<file path="src/rtl/reg_rd_stream_pkg.sv">
// Shared widths and FSM encoding for the register-file read sequencer.
//   WIDTH       register word width (matches the 16-bit per-thread reg file)
//   N_THREADS   threads sharing the register file
//   THREAD_W    width of a thread number
//   REG_ADDR_W  width of a register index (16 registers per thread)
//   RD_LEN_W    width of a burst length-minus-one field
package reg_rd_stream_pkg;

    localparam int unsigned WIDTH      = 16;
    localparam int unsigned N_THREADS  = 8;
    localparam int unsigned THREAD_W   = (N_THREADS > 1) ? $clog2(N_THREADS) : 1;
    localparam int unsigned REG_ADDR_W = 4;
    localparam int unsigned RD_LEN_W   = 4;

    typedef enum logic {
        S_IDLE  = 1'b0,
        S_ISSUE = 1'b1
    } state_t;

endpackage

</file>
<file path="src/rtl/reg_rd_stream.sv">
// Read sequencer driving the read port of the per-thread register file BRAM.
// Accepts a burst request (thread, start register, length-1), issues the
// two-stage read enables with stall-safe valid tracking and presents the
// register file output FF directly as a valid/ready stream with 'last'.
// Ports:
//   clk, rst                        clock, asynchronous active-high reset
//   req_valid/req_ready             burst request handshake
//   req_thread/req_addr/req_len_m1  burst thread, first register, length-1
//   rd_thread_num/rd_addr           register file read address
//   rd_en0                          BRAM read enable (stage 0)
//   rd_en1                          register file output FF enable (stage 1)
//   reg_dout                        register file read data
//   out_valid/out_ready             output word handshake
//   out_data/out_last               output word (= reg_dout), final-word flag
//   busy                            burst issuing or words in flight
module reg_rd_stream
    import reg_rd_stream_pkg::*;
(
    input  logic                  clk,
    input  logic                  rst,
    input  logic                  req_valid,
    output logic                  req_ready,
    input  logic [THREAD_W-1:0]   req_thread,
    input  logic [REG_ADDR_W-1:0] req_addr,
    input  logic [RD_LEN_W-1:0]   req_len_m1,
    output logic [THREAD_W-1:0]   rd_thread_num,
    output logic [REG_ADDR_W-1:0] rd_addr,
    output logic                  rd_en0,
    output logic                  rd_en1,
    input  logic [WIDTH-1:0]      reg_dout,
    output logic                  out_valid,
    input  logic                  out_ready,
    output logic [WIDTH-1:0]      out_data,
    output logic                  out_last,
    output logic                  busy
);

    state_t                state;
    logic [THREAD_W-1:0]   thread_q;
    logic [REG_ADDR_W-1:0] addr_q;
    logic [RD_LEN_W-1:0]   cnt_q;
    logic                  v0, v1;   // word in BRAM output reg / reg file output FF
    logic                  l0, l1;   // 'last' flag riding with each stage
    logic                  final_issue;
    logic                  accept;

    // Pipeline advance: stage 1 loads when it is empty or draining; stage 0
    // issues only when its slot frees up, so at most two words are in flight.
    always_comb begin
        rd_en1      = v0 & (~v1 | out_ready);
        rd_en0      = (state == S_ISSUE) & (~v0 | rd_en1);
        final_issue = rd_en0 & (cnt_q == '0);
        req_ready   = (state == S_IDLE) | final_issue;
        accept      = req_valid & req_ready;
    end

    // Burst FSM and address/count tracking; a request accepted on the final
    // issue cycle reloads the burst so back-to-back bursts have no bubble.
    always_ff @(posedge clk or posedge rst) begin
        if (rst) begin
            state    <= S_IDLE;
            thread_q <= '0;
            addr_q   <= '0;
            cnt_q    <= '0;
        end else begin
            case (state)
                S_IDLE: begin
                    if (accept) begin
                        state    <= S_ISSUE;
                        thread_q <= req_thread;
                        addr_q   <= req_addr;
                        cnt_q    <= req_len_m1;
                    end
                end
                S_ISSUE: begin
                    if (accept) begin
                        thread_q <= req_thread;
                        addr_q   <= req_addr;
                        cnt_q    <= req_len_m1;
                    end else if (rd_en0) begin
                        addr_q <= addr_q + REG_ADDR_W'(1);
                        cnt_q  <= cnt_q - RD_LEN_W'(1);
                        if (cnt_q == '0) begin
                            state <= S_IDLE;
                        end
                    end
                end
                default: state <= S_IDLE;
            endcase
        end
    end

    // Valid and last flags for the two read stages.
    always_ff @(posedge clk or posedge rst) begin
        if (rst) begin
            v0 <= 1'b0;
            v1 <= 1'b0;
            l0 <= 1'b0;
            l1 <= 1'b0;
        end else begin
            v0 <= rd_en0 | (v0 & ~rd_en1);
            v1 <= rd_en1 | (v1 & ~out_ready);
            if (rd_en0) begin
                l0 <= (cnt_q == '0);
            end
            if (rd_en1) begin
                l1 <= l0;
            end
        end
    end

    assign rd_thread_num = thread_q;
    assign rd_addr       = addr_q;
    assign out_valid     = v1;
    assign out_data      = reg_dout;
    assign out_last      = v1 & l1;
    assign busy          = (state == S_ISSUE) | v0 | v1;

endmodule

</file>
<file path="config.mk">
export PLATFORM = sky130hd
export DESIGN_NAME = reg_rd_stream
export DESIGN_NICKNAME = d
export VERILOG_FILES = /design/src/rtl/reg_rd_stream_pkg.sv /design/src/rtl/reg_rd_stream.sv
export SDC_FILE = /design/constraint.sdc
export NUM_CORES = 1
export LEC_CHECK = 0
export BUFFER_PORTS_ARGS = -buffer_cell sky130_fd_sc_hd__clkbuf_2
export CORE_MARGIN = 4
export CORE_UTILIZATION = 40
export CTS_CLUSTER_DIAMETER = 200
export DETAILED_ROUTE_END_ITERATION = 8
export GPL_TIMING_DRIVEN = 0
export PLACE_DENSITY = 0.86
export SYNTH_ARGS = -nofsm -noshare
export SYNTH_HDL_FRONTEND = slang
export SYNTH_SLANG_ARGS = --single-unit
</file>
<file path="constraint.sdc">
create_clock -name clk -period 4 [get_ports clk]
set_input_delay 0.8 -clock clk [delete_from_list [all_inputs] [get_ports clk]]
set_output_delay 0.8 -clock clk [all_outputs]
set_load 0.01 [all_outputs]
</file>
# == After elaboration in Yosys (flattened, before gate mapping) ==
# Cells that the tools add are included.
# op_classes
n_addsub,2
reduce_logical,2
eq_ne,2
bitwise_logic,19
mux,14
# ops
cell,count
2-to-1 mux 4 bit,6
one-hot mux 4 bit (2 select lines),2
bitwise AND 1 bit,7
OR 1 bit,7
NOT 1 bit,5
adder 4 x 1 -> 4 bit (second input constant),1
logical NOT 4 bit,1
2-to-1 mux 1 bit,4
subtractor 4 x 1 -> 4 bit (second input constant),1
2-to-1 mux 3 bit,1
!= test 3 x 2 -> 1 bit (second input constant),1
!= test 2 bit (second input constant),1
one-hot mux 1 bit (2 select lines),1
AND reduction 2 bit,1
# word_totals
word_cells,47
output_inout_bits,29
register_bits,16

# == Logic depth before layout (Yosys ltp) ==
# depth
depth_word,10
mapped_depth,6

# == Least setup slack after synthesis ==
# No wires, ideal clock.
# synth_timing
path_type,input -> output
startpoint,input out_ready
endpoint,output req_ready
n_path_buf,0
path_stages,2
required_ns,3.200
slack_ns,1.995
arrival_ns,1.205
path_cell_list,and3b_4 o21ai_2
# synth_between
elab_chain_cells,6
# synth_rtl
item,line,text
start: declaration,reg_rd_stream.sv:32,"input logic out_ready,"
OR 1 bit,reg_rd_stream.sv:50,rd_en1 = v0 & (~v1 | out_ready);
bitwise AND 1 bit,reg_rd_stream.sv:50,
OR 1 bit,reg_rd_stream.sv:51,rd_en0 = (state == S_ISSUE) & (~v0 | rd_en1);
bitwise AND 1 bit,reg_rd_stream.sv:51,
bitwise AND 1 bit,reg_rd_stream.sv:52,final_issue = rd_en0 & (cnt_q == '0);
OR 1 bit,reg_rd_stream.sv:53,req_ready = (state == S_IDLE) | final_issue;
end: declaration,reg_rd_stream.sv:22,"output logic req_ready,"
# Every way passes these cells.

# == Worst setup path in the final report ==
# layout_timing
startpoint,register cnt_q[0]
endpoint,output req_ready
# layout_between
elab_chain_cells,3
# layout_rtl
item,line,text
start: declaration,reg_rd_stream.sv:41,logic [RD_LEN_W-1:0] cnt_q;
start signal: assignment,reg_rd_stream.sv:72,cnt_q <= req_len_m1;
start signal: assignment,reg_rd_stream.sv:79,cnt_q <= req_len_m1;
start signal: assignment,reg_rd_stream.sv:82,cnt_q <= cnt_q - RD_LEN_W'(1);
logical NOT 4 bit,reg_rd_stream.sv:52,
bitwise AND 1 bit,reg_rd_stream.sv:52,
OR 1 bit,reg_rd_stream.sv:53,
# Every way passes these cells.

==> out/metrics.cfg <==
[synth]
synth_top_area_frac=0.403
synthTopCellsByArea=dfrtp_1 (40%), buf_4 (12%), nand2_1 (3.4%)
netlist_area_um2=993
synth.distinct_cells=36
synth-edff-count=0
syn-num-nets=135
synthFlopType=dfrtp_1
synth_top_area_cell=dfrtp_1
synth_warnings=0
syn_inst=102
ys_ff_latch=16
yosysSeqAreaShare=0.403
async_flop_share=1.00
syn_area_per_cell_um2=9.74

[drt]
first_pass_iters=4
routed_wl_mm=2.29
via_count=909
postRouteAntennaNets=0
vias_per_cell=5.14
drt-initial-drc-count=15
drt-wirelength-per-cell_um=12.9
drc_errors=0

[power_and_ir_drop]
peakVddDrop_mv=0.326
netSwitchingFraction=0.383
clkPwrFrac=0.152
pwr_density_cell_mw_per_mm2=549
combPwrFrac=0.453
seq_power_share=0.395
power.internal_mw=0.433
finalPower_mw=0.702
p_switching_mw=0.269
leakagePower_nw=0.661

[critical_path]
rr_worst_depth=6
crit_type=reg2out
critPathRequiredTime_ns=3.20
crit_start=cnt_q[0]$_DFFE_PP0P_
worstSetupEndpointType=primary output
r2r_setup_slack_ns=2.11
critPathArrivalTime_ns=1.77
regToRegEndpoint=rd_thread_num[0]$_DFFE_PP0P_
rr_startpoint=cnt_q[0]$_DFFE_PP0P_
path_max_fanout=4
worst_setup_path_start_kind=flip-flop

[sta]
setup_violations=0
fmax_ghz=0.389
worst_pin_slew_ns=0.592
rsz0062_at_grt=no
clock_skew_ns=0.000680
hold_viol=0
worst_hold_slack_ns=0.497
slew_headroom=0.600
fin_setup_tns_ns=0
min_period_ns=2.57
slew_viol_final=0
min_period_over_period=0.642
worst_slack_ns=1.43

[run_status]
outcome=finished clean

[floorplan]
coreArea_mm2=0.00230
ios=60
die_h_um=57.8
rows=17
dieArea_mm2=0.00334
initial_core_util=0.432
die_w_um=57.8

[global_routing]
grt_max_degree=17
grt_pass1_vias=897
antenna_found_initial=0
grt_pass1_wl_mm=3.64
grtUsageTotal=0.135
overflow=0

[clock_network]
max-clock-path-buffers=2
ctsHoldBuffers=0
tritoncts=yes
clock_sinks=16
postCtsSetupBuffers=0
numCtsBuffers=3
clk_latency_ns=0.29
ctsRootBufferMaster=clkbuf_4
cts_htree_levels=1
path_clk_slew_ns=0.09
cts-resized-gates=0

[placed_design]
place_ws_ns=1.74
hpwl_mm=1.90
io_buffers=43
dp.cells=173
gp_congestion=0.840

[layout]
layout.cells.non_filler=177
layout.nets=183
final_cell_mix=clkbuf_2 (43), buf_4 (16), dfrtp_1 (16)
multi_input_area_um2=443
final_layout_size_suffix_gt1_frac=0.483
layout_commonest_cell=clkbuf_2
regArea_um2=400
diodes=0
area_growth_syn_to_layout_pct=28.8
fillers=204

[flow_run]
max_cap_violations=0

[min_path]
whs_endpoint=rd_thread_num[2]$_DFFE_PP0P_
hp-start=rd_thread_num[2]$_DFFE_PP0P_
hp-class=reg2reg
hold_depth=1

## critical path: stages, from the launching register on
cell	delay (ns)
dfrtp_1	0.38
inv_1	0.10
ha_1	0.25
or3b_1	0.40
o21ai_2	0.17
clkbuf_2	0.16
## cell families (layout without fill, tap and decap cells)
group                      Yosys count  in the layout  synth area share
muxes                                5              5            0.0554
adders and majority gates            2              2            0.0252
xor gates and xnor gates             1              1           0.00882
AOI/OAI and AO/OA                   18             18             0.141
DFF                                 16             16             0.403
and+or+nand+nor                     37             37             0.215
buffers and inverters               23             70             0.151
## Yosys cell counts, types with 2 or more instances
| cell | count |
|---|---|
| nand2b_1 | 2 |
| ha_1 | 2 |
| mux2_1 | 2 |
| and2_1 | 2 |
| nor2_1 | 6 |
| inv_1 | 6 |
| dfrtp_1 | 16 |
| nand2_1 | 9 |
| buf_4 | 16 |
| a21oi_1 | 4 |
| mux2_2 | 2 |
| o21ai_0 | 5 |
| nand3_1 | 6 |
| nand4_1 | 2 |
## stage by stage
stage                      util  cell area [um^2]
final                     0.557              1280
after global routing      0.557              1280
after CTS                 0.557              1280
after detailed placement  0.541              1240
after global placement    0.541              1240
after floorplan               -               993
## worst max-delay path by stage
stage	to	slack, ns	depth (start not counted)
2_1_floorplan	req_ready	1.99	2
4_1_cts	req_ready	1.43	5
6_report	req_ready	1.43	5
3_3_place_gp	req_ready	1.74	4
3_5_place_dp	req_ready	1.74	4
5_1_grt	req_ready	1.36	5
## flip-flops by register name (all words and copies together), names as in the netlist
register       cells
out_valid          1
rd_thread_num      3
rd_addr            4
v0                 1
l0                 1
cnt_q              4
state              1
l1                 1
## metal layers
metal | GRT usage | share of wire | vias to the layer above | routed length [um]
li1 | - | - | 434 | -
met2 | 0.234 | 0.48 | 51 | 1110
met3 | 0.0245 | 0.097 | 9 | 221
met1 | 0.159 | 0.39 | 415 | 900
met5 | 0 | 0 | - | 0
met4 | 0.0695 | 0.026 | 0 | 60
## power by group through the flow
stage                     sequential [mW]  clock [mW]  combinational [mW]
after floorplan                     0.290           0               0.201
after global placement              0.278           0               0.300
after detailed placement            0.282           0               0.322
after CTS                           0.278       0.109               0.323
after global routing                0.289       0.114               0.357
final                               0.278       0.107               0.318
## layout make-up
| type | instances | share of cell area |
|---|---|---|
| plain buffers | 17 | 0.0997 |
| repair buffers | 43 | 0.168 |
| flip-flops and latches | 16 | 0.313 |
| clock buffers | 4 | 0.0283 |
| well taps | 28 | 0.0274 |
| inverters | 6 | 0.0176 |
| multi-input cells | 63 | 0.346 |
Note: power is estimated with default switching activity, not from simulation.
